### config.mk
export PLATFORM = sky130hd
export DESIGN_NAME = panel_ctrl
export DESIGN_NICKNAME = d
export VERILOG_FILES = /design/src/rtl/panel_ctrl.sv
export SDC_FILE = /design/constraint.sdc
export NUM_CORES = 1
export LEC_CHECK = 0
export CORE_MARGIN = 2
export CORE_UTILIZATION = 40
export DETAILED_ROUTE_END_ITERATION = 8
export HOLD_SLACK_MARGIN = 0.06
export PLACE_DENSITY_LB_ADDON = 0.1
export SYNTH_ARGS = -nofsm -noshare
export SYNTH_HDL_FRONTEND = slang
export SYNTH_SLANG_ARGS = --single-unit
### constraint.sdc
create_clock -name SYSCLK -period 4.1 [get_ports SYSCLK]
set_input_delay 0.82 -clock SYSCLK [delete_from_list [all_inputs] [get_ports SYSCLK]]
set_output_delay 0.82 -clock SYSCLK [all_outputs]
set_load 0.01 [all_outputs]
### src/rtl/panel_ctrl.sv
// Front-panel controller. It synchronizes and debounces the five panel switches
// and turns each accepted rising edge into a one-cycle event. A small FSM then
// gates the CPU microcycle enable for RUN, HALT, single-microcycle step,
// single-instruction step and a timed CLEAR pulse.
//
// Ports:
//   SYSCLK, RESET_n             clock, asynchronous active-low reset
//   sw_CLEAR/RUN/HALT/STEPM/STEPI  raw bouncy panel switches (active-high)
//   cycleDone, instDone, hltExec   one-cycle status pulses from the CPU
//   pClear, pMcEnable, pRunning    registered CPU controls / RUN lamp
//   pState                         registered state code
module panel_ctrl #(
  parameter int unsigned DEBOUNCE     = 16,
  parameter int unsigned CLEAR_CYCLES = 4
) (
  input  logic       SYSCLK,
  input  logic       RESET_n,
  input  logic       sw_CLEAR,
  input  logic       sw_RUN,
  input  logic       sw_HALT,
  input  logic       sw_STEPM,
  input  logic       sw_STEPI,
  input  logic       cycleDone,
  input  logic       instDone,
  input  logic       hltExec,
  output logic       pClear,
  output logic       pMcEnable,
  output logic       pRunning,
  output logic [2:0] pState
);

  typedef enum logic [2:0] {
    StIdle    = 3'd0,
    StRun     = 3'd1,
    StHalting = 3'd2,
    StStepm   = 3'd3,
    StStepi   = 3'd4,
    StClr     = 3'd5
  } state_e;

  localparam logic [15:0] DbLast  = 16'(DEBOUNCE - 1);
  localparam logic [7:0]  ClrLoad = 8'(CLEAR_CYCLES - 1);

  // Bit order doubles as priority order: lower index wins.
  logic [4:0] sw_raw;
  assign sw_raw = {sw_STEPM, sw_STEPI, sw_RUN, sw_HALT, sw_CLEAR};

  logic [4:0]  sync1_q, sync2_q, acc_q, acc_dly_q, ev_q;
  logic [15:0] cnt_q [5];

  always_ff @(posedge SYSCLK or negedge RESET_n) begin
    if (!RESET_n) begin
      sync1_q   <= '0;
      sync2_q   <= '0;
      acc_q     <= '0;
      acc_dly_q <= '0;
      ev_q      <= '0;
      for (int i = 0; i < 5; i++) cnt_q[i] <= '0;
    end else begin
      sync1_q   <= sw_raw;
      sync2_q   <= sync1_q;
      acc_dly_q <= acc_q;
      ev_q      <= acc_q & ~acc_dly_q;
      for (int i = 0; i < 5; i++) begin
        if (sync2_q[i] == acc_q[i]) begin
          cnt_q[i] <= '0;
        end else if (cnt_q[i] == DbLast) begin
          cnt_q[i] <= '0;
          acc_q[i] <= sync2_q[i];
        end else begin
          cnt_q[i] <= cnt_q[i] + 16'd1;
        end
      end
    end
  end

  // CLEAR is handled before the case, so only the lower events need masking.
  logic ev_clear, ev_halt, ev_run, ev_stepi, ev_stepm;
  assign ev_clear = ev_q[0];
  assign ev_halt  = ev_q[1];
  assign ev_run   = ev_q[2] & ~ev_q[1];
  assign ev_stepi = ev_q[3] & ~|ev_q[2:1];
  assign ev_stepm = ev_q[4] & ~|ev_q[3:1];

  state_e     state_q, state_d;
  logic [7:0] clr_q, clr_d;

  always_comb begin
    state_d = state_q;
    clr_d   = clr_q;
    if (ev_clear) begin
      state_d = StClr;
      clr_d   = ClrLoad;
    end else begin
      case (state_q)
        StIdle: begin
          if (ev_run)        state_d = StRun;
          else if (ev_stepi) state_d = StStepi;
          else if (ev_stepm) state_d = StStepm;
        end
        StRun: begin
          if (hltExec)      state_d = StIdle;
          else if (ev_halt) state_d = StHalting;
        end
        StHalting: if (instDone || hltExec) state_d = StIdle;
        StStepm:   if (ev_halt || cycleDone) state_d = StIdle;
        StStepi:   if (ev_halt || instDone) state_d = StIdle;
        StClr: begin
          if (clr_q == 8'd0) state_d = StIdle;
          else               clr_d   = clr_q - 8'd1;
        end
        default: state_d = StIdle;
      endcase
    end
  end

  // Outputs are decoded from the next state so they line up with pState.
  logic clear_d, mc_d, run_d;
  always_comb begin
    clear_d = (state_d == StClr);
    mc_d    = (state_d == StRun) || (state_d == StHalting) ||
              (state_d == StStepm) || (state_d == StStepi);
    run_d   = (state_d == StRun) || (state_d == StHalting);
  end

  always_ff @(posedge SYSCLK or negedge RESET_n) begin
    if (!RESET_n) begin
      state_q   <= StIdle;
      clr_q     <= '0;
      pClear    <= 1'b0;
      pMcEnable <= 1'b0;
      pRunning  <= 1'b0;
    end else begin
      state_q   <= state_d;
      clr_q     <= clr_d;
      pClear    <= clear_d;
      pMcEnable <= mc_d;
      pRunning  <= run_d;
    end
  end

  assign pState = state_q;

endmodule
==> impl_results.md, run 1 <==
* Top delay family on crit path: buffers and inverters
* Cell area after layout at 6330 um2
* Worst Path Class, Setup: reg -> out
* Diodes inserted at 0
* Crit end category: output pin
* Peak VDD IR at 0.251 mV
* Fin crit period at 2.26 ns
* Synth Register Bits at 119
* Placement Setup Slack at 1.78 ns
* Mapped Area at 5330 um2
* Min-Delay Path Class: reg -> reg
* Hold bufs inserted after CTS at 0
* Max Freq at 443 MHz
* Starting Density at 40.6%
* Layout area overhead at 18.7%
* Tot GR Track Use at 14.4%
* Clock root buffer: clkbuf_16
* Post-route DRC at 0
* Mean Syn Cell Area at 10.6 um2
* Arr. time, crit path at 1.44 ns
* Core area at 13100 um2
* CTS buffer count at 17
* Worst setup margin at 1.84 ns
* Prevailing post-synth register cell: dfrtp_1
* Max Slew Vio Count at 0
* Port bufs at 15
* Final ANT Viol Nets at 0
* Skew final at 0.00896 ns
* Post-synthesis sequential area ratio at 55.8%
* Layout cells sized above 1 at 9.34%
* Postcts setup bufs at 0
* Asr flop ratio synth at 100%
* Startpoint Class: register
* Crit-path slowest cell: clkdlybuf4s50_1
* Routability cong. at 0.767
* Die ar. at 14300 um2
* CP Max Fanout at 7
* Syn Nets at 520
* Inst Count DP at 690
* GRT overflow at 0
* Die width at 119 um
* Critical-path cell list: clkdlybuf4s50_1
* Nets at 549
* Rows at 42
* Clock latency on the worst-skew pair at 0.41 ns
* EDFF count, synth at 0
* Clock sink count at 119
* Ranking of synthesized cells by area: dfrtp_1 (56%), xnor2_1 (9.2%), nor2_1 (6.1%)
* Max-cap violations at 0
* Antenna violations before repair at 0
* Fin Setup TNS at 0 ns
* Final hold slack at 0.346 ns
* Hold Violations, Final at 0
* Final cell count without fillers at 722
* P_leak at 2.67 nW
* Slew @ Worst Pin at 0.836 ns
* Tcrit/Tclk final at 55.0%
* Status: finished clean
* Post-synth top area share at 55.8%
* Wire per inst at 13.1 um
* Via Count at 3632
* Vias/cell at 5.03
* Die Span Y at 119 um
* Global-route wire length before repair at 16500 um
* P per Cell Area at 451 nW/um2
* Crit-path max cell delay at 0.58 ns
* Largest net degree at the start of global routing at 67
* DP Wirelength at 6120 um
* Fill count at 1247
* Dominant cell type by area after synthesis: dfrtp_1
* Resize count post-CTS at 0
* Yosys warns at 0
* Placed cell areas at 5700 um2
* CP bufs+invs at 1
* RSZ-0062 raised after global routing: false
* Drt first-iter violations at 204
* Total Wirelength at 9450 um
* Worst EP required at 3.28 ns
* Cells after synthesis at 504
* Clk slew on worst S/H paths at 0.05 ns
* Cell variety after synth at 46
* CTS max path bufs at 2
* Htree depth at 4
* Vias in the first global route at 3536
* CTS tree: built
* Max_slew headroom at 44.2%
* Drt first pass iters at 4
* Ports at 16
* Final setup violation count at 0
==> registers in the layout, summed over array words and instances (netlist names) <==
| register | flops |
|---|---|
| cnt_q | 80 |
| clr_q | 8 |
| acc_dly_q | 5 |
| acc_q | 5 |
| ev_q | 5 |
| sync1_q | 5 |
| sync2_q | 5 |
| pState | 3 |
| pClear | 1 |
| pMcEnable | 1 |
| pRunning | 1 |
==> through the flow <==
| stage | total power [mW] | util [%] |
|---|---|---|
| after floorplan | 1.27 | - |
| after global placement | 1.31 | 43.4 |
| after detailed placement | 1.32 | 43.4 |
| after CTS | 2.90 | 48.2 |
| after global routing | 2.97 | 48.2 |
| final | 2.85 | 48.2 |
==> worst paths after layout <==
| path | end | cells past startpoint | slack, ns | from |
|---|---|---|---|---|
| worst max-delay path | pState[2] | 1 | 1.84 | pState[2] |
| worst min-delay path | sync2_q[0] | 0 | 0.35 | sync1_q[0] |
| worst max register to register | pRunning | 6 | 2.26 | clr_q[0] |
| worst min register to register | sync2_q[0] | 0 | 0.35 | sync1_q[0] |
| max in group asynchronous | ev_q[2] | 2 | 2.81 | RESET_n |
| min in group asynchronous | cnt_q[73] | 1 | 0.52 | RESET_n |
==> area by class of cell <==
cell class / instances / area, um2 / area share [%]
timing repair buffer: 16 / 168 / 2.65
clock inverter: 12 / 175 / 2.77
multi-input combinational: 361 / 2260 / 35.8
clock buffer: 20 / 457 / 7.21
inverter: 18 / 67.6 / 1.07
sequential: 119 / 2980 / 47.0
tap: 176 / 220 / 3.48
==> layer usage <==
layer  share of wire [%]  global-route usage [%]
met2                  43                    20.8
met3                 4.1                    5.12
met5                   0                       0
met4                 1.5                    5.74
met1                  51                    19.7
==> kinds of logic (layout without fill, tap and decap cells) <==
family / after synthesis / after routing / share of synthesized area [%]
compound gates: 25 / 25 / 3.38
xor+xnor: 77 / 77 / 12.6
fa+ha+maj: 6 / 6 / 1.41
buf+inv: 24 / 66 / 1.69
flops: 119 / 119 / 55.8
mux: 5 / 5 / 1.06
simple gates: 248 / 248 / 24.0
==> worst register-to-register path: cells and delay by family (launching register included) <==
kind | cells | cell delay [ns]
AO/OA/AOI/OAI | 2 | 0.36
buffers and inverters | 1 | 0.07
flip-flops | 1 | 0.39
AND/OR/NAND/NOR | 2 | 0.76
adder cells (fa/ha/maj) | 1 | 0.17
==> synthesized netlist by cell type (6+ instances only) <==
| cell | n |
|---|---|
| and3_1 | 10 |
| ha_1 | 6 |
| inv_1 | 18 |
| nor4_1 | 32 |
| a21oi_1 | 7 |
| nor3_1 | 16 |
| xor2_1 | 21 |
| xnor2_1 | 56 |
| nand4_1 | 21 |
| nor2_1 | 87 |
| dfrtp_1 | 119 |
| nand3_1 | 27 |
| nand2_1 | 21 |
==> placed cells by master, fill, tap and decap left out, drive strengths merged, types with 5 or more instances in the layout <==
cell type      count
nor4              33
dfrtp            119
clkinvlp           6
clkdlybuf4s50     14
clkbuf            20
inv               18
nor2              87
or3                7
nand2             21
and3              11
nand3             28
nor2b              5
xor2              21
ha                 6
mux2               5
nand4             21
nand2b             5
a21oi              8
xnor2             56
nor3              16
==> power by group <==
part	internal, mW	switching [mW]
combinational	0.0308	0.0506
clock	1.05	0.514
sequential	1.20	0.0167
(Power assumes the default switching activity.)
==> run 2: changes to the inputs <==
==> constraint.sdc (replaced) <==
create_clock -name SYSCLK -period 2 [get_ports SYSCLK]
set_input_delay 0.4 -clock SYSCLK [delete_from_list [all_inputs] [get_ports SYSCLK]]
set_output_delay 0.4 -clock SYSCLK [all_outputs]
set_load 0.01 [all_outputs]
==> run 2 against run 1 <==
Net effect:
- critical path depth unchanged
- clock skew decreased by 0.0022 ns
- global-route usage is 0.43 points higher
- wire length increased by 0.37%
- non-clock buffer count increased by 6
- clock power up 72%
- die area stayed put
- design area decreased by 0.63%
- sequential power increased by 110%
- hold slack worse by 0.00078 ns
- critical path type unchanged
- critical endpoint is now pState[0]
- largest cell class unchanged
==> impl_results.md, run 2 (synthesized netlist as in run 1, its figures left out) <==
* Worst EP required at 1.60 ns (was 3.28 ns)
* Drt first pass iters at 4 (unchanged)
* Fin Setup TNS at 0 ns (unchanged)
* Commonest non-fill, non-tap cell in the layout: dfrtp_1 (unchanged)
* Die width at 119 um (unchanged)
* Crit end category: output pin (unchanged)
* Diodes inserted at 0 (unchanged)
* Top flop regs: cnt_q (80), clr_q (8) (unchanged)
* Final ANT Viol Nets at 0 (unchanged)
* Global-route wire length before repair at 17100 um (was 16500 um)
* Clock latency on the worst-skew pair at 0.40 ns (was 0.41 ns)
* Crit-path slowest cell: clkdlybuf4s50_1 (unchanged)
* Max_slew headroom at 64.1% (was 44.2%)
* Htree depth at 4 (unchanged)
* Vias/cell at 5.02 (was 5.03)
* Wire per inst at 13.1 um (about the same)
* Largest register FFs at 80 (unchanged)
* CTS max path bufs at 2 (unchanged)
* Core area at 13100 um2 (unchanged)
* Fin crit period at 1.85 ns
* Post-route DRC at 0 (unchanged)
* Nets at 555 (was 549)
* Min-Delay Path Class: reg -> reg (unchanged)
* Final hold slack at 0.345 ns (was 0.346 ns)
* Clk slew on worst S/H paths at 0.05 ns (about the same)
* Starting Density at 40.6% (unchanged)
* Routability cong. at 0.810 (was 0.767)
* Critical-path cell list: clkdlybuf4s50_1 (unchanged)
* Startpoint Class: register (unchanged)
* P per Cell Area at 850 nW/um2 (was 451 nW/um2)
* GRT overflow at 0 (unchanged)
* Status: finished clean (unchanged)
* Ports at 16 (unchanged)
* Hold Violations, Final at 0 (unchanged)
* Top delay family on crit path: buffers and inverters (unchanged)
* Commonest cells after routing, fill and taps aside: dfrtp_1 (119), nor2_1 (87), xnor2_1 (56) (unchanged)
* Port bufs at 15 (unchanged)
* Max Slew Vio Count at 0 (unchanged)
* Postcts setup bufs at 0 (unchanged)
* Layout area overhead at 17.9% (was 18.7%)
* CTS buffer count at 17 (unchanged)
* Top reg by flops: cnt_q (unchanged)
* Placed cell areas at 5750 um2 (was 5700 um2)
* Final setup violation count at 0 (unchanged)
* Clock root buffer: clkbuf_16 (unchanged)
* Antenna violations before repair at 0 (unchanged)
* Clock sink count at 119 (unchanged)
* Total Wirelength at 9490 um (was 9450 um)
* Max-cap violations at 0 (unchanged)
* P_leak at 2.68 nW (was 2.67 nW)
* Slew @ Worst Pin at 0.525 ns (was 0.836 ns)
* Cell area after layout at 6290 um2 (was 6330 um2)
* RSZ-0062 raised after global routing: false (unchanged)
* Die ar. at 14300 um2 (unchanged)
* Worst Path Class, Setup: reg -> out (unchanged)
* Drt first-iter violations at 241 (was 204)
* Rows at 42 (unchanged)
* Vias in the first global route at 3623 (was 3536)
* Via Count at 3641 (was 3632)
* CTS tree: built (unchanged)
* Peak VDD IR at 0.515 mV (was 0.251 mV)
* DP Wirelength at 6310 um (was 6120 um)
* Tcrit/Tclk final at 92.4%
* Arr. time, crit path at 1.45 ns (was 1.44 ns)
* CP bufs+invs at 1 (unchanged)
* CP Max Fanout at 8 (was 7)
* Tot GR Track Use at 14.8% (was 14.4%)
* Skew final at 0.00680 ns (was 0.00896 ns)
* Max Freq at 541 MHz
* Crit-path max cell delay at 0.58 ns (about the same)
* Die Span Y at 119 um (unchanged)
* Largest net degree at the start of global routing at 51 (was 67)
* Layout cells sized above 1 at 9.29% (was 9.34%)
-- run 2: changes by cell type in the layout (fill, tap and decap cells not counted), sizes merged --
cell / previous run / this run
dlygate4sd3: 0 / 1
clkbuf: 20 / 25
buf: 2 / 7
bufinv: 4 / 0
clkinvlp: 6 / 0
clkinv: 2 / 4
-- run 2: per-stage QoR --
stage	total power, mW	cells	worst slack [ns]	utilization, %
global placement	2.71	695	0.150	43.8
CTS	5.44	725	0.110	47.8
detailed placement	2.71	695	0.126	43.8
finish	5.35	725	0.152	47.9
floorplan	2.59	504	0.331	-
global route	5.56	725	0.0751	47.9
-- run 2: per-layer routing --
metal | track usage (%) | part of all wire (%)
met4 | 5.15 | 0.98
met3 | 4.79 | 4.2
met1 | 20.5 | 50
met5 | 0 | 0
met2 | 21.9 | 45
-- run 2: area by class of cell --
class                   count  area (um2)
fillers                  1240        6850
flip-flops and latches    119        2980
multi-input cells         361        2270
clock buffers              25         505
repair buffers             22         228
well taps                 176         220
inverters                  18        67.6
clock inverters             4        20.0
-- run 2: worst paths after layout --
kind	start	end	slack [ns]	depth (start not counted)
max	pState[0]	pState[0]	0.15	1
min	sync1_q[4]	sync2_q[4]	0.34	0
max reg2reg	clr_q[0]	pRunning	0.19	6
min reg2reg	sync1_q[4]	sync2_q[4]	0.34	0
max in group asynchronous	RESET_n	sync1_q[3]	0.92	3
min in group asynchronous	RESET_n	cnt_q[73]	0.48	2
-- run 2: where the power goes --
part / internal [mW] / switching [mW]
sequential: 2.45 / 0.0336
combinational: 0.0739 / 0.106
clock: 1.72 / 0.965
total: 4.24 / 1.11
-- run 2: repair_timing --
item,in CTS,in global routing
endpoints found under the hold margin,28,0
resized for setup,0,1
endpoints found under the setup margin,0,1
hold buffers,1,0
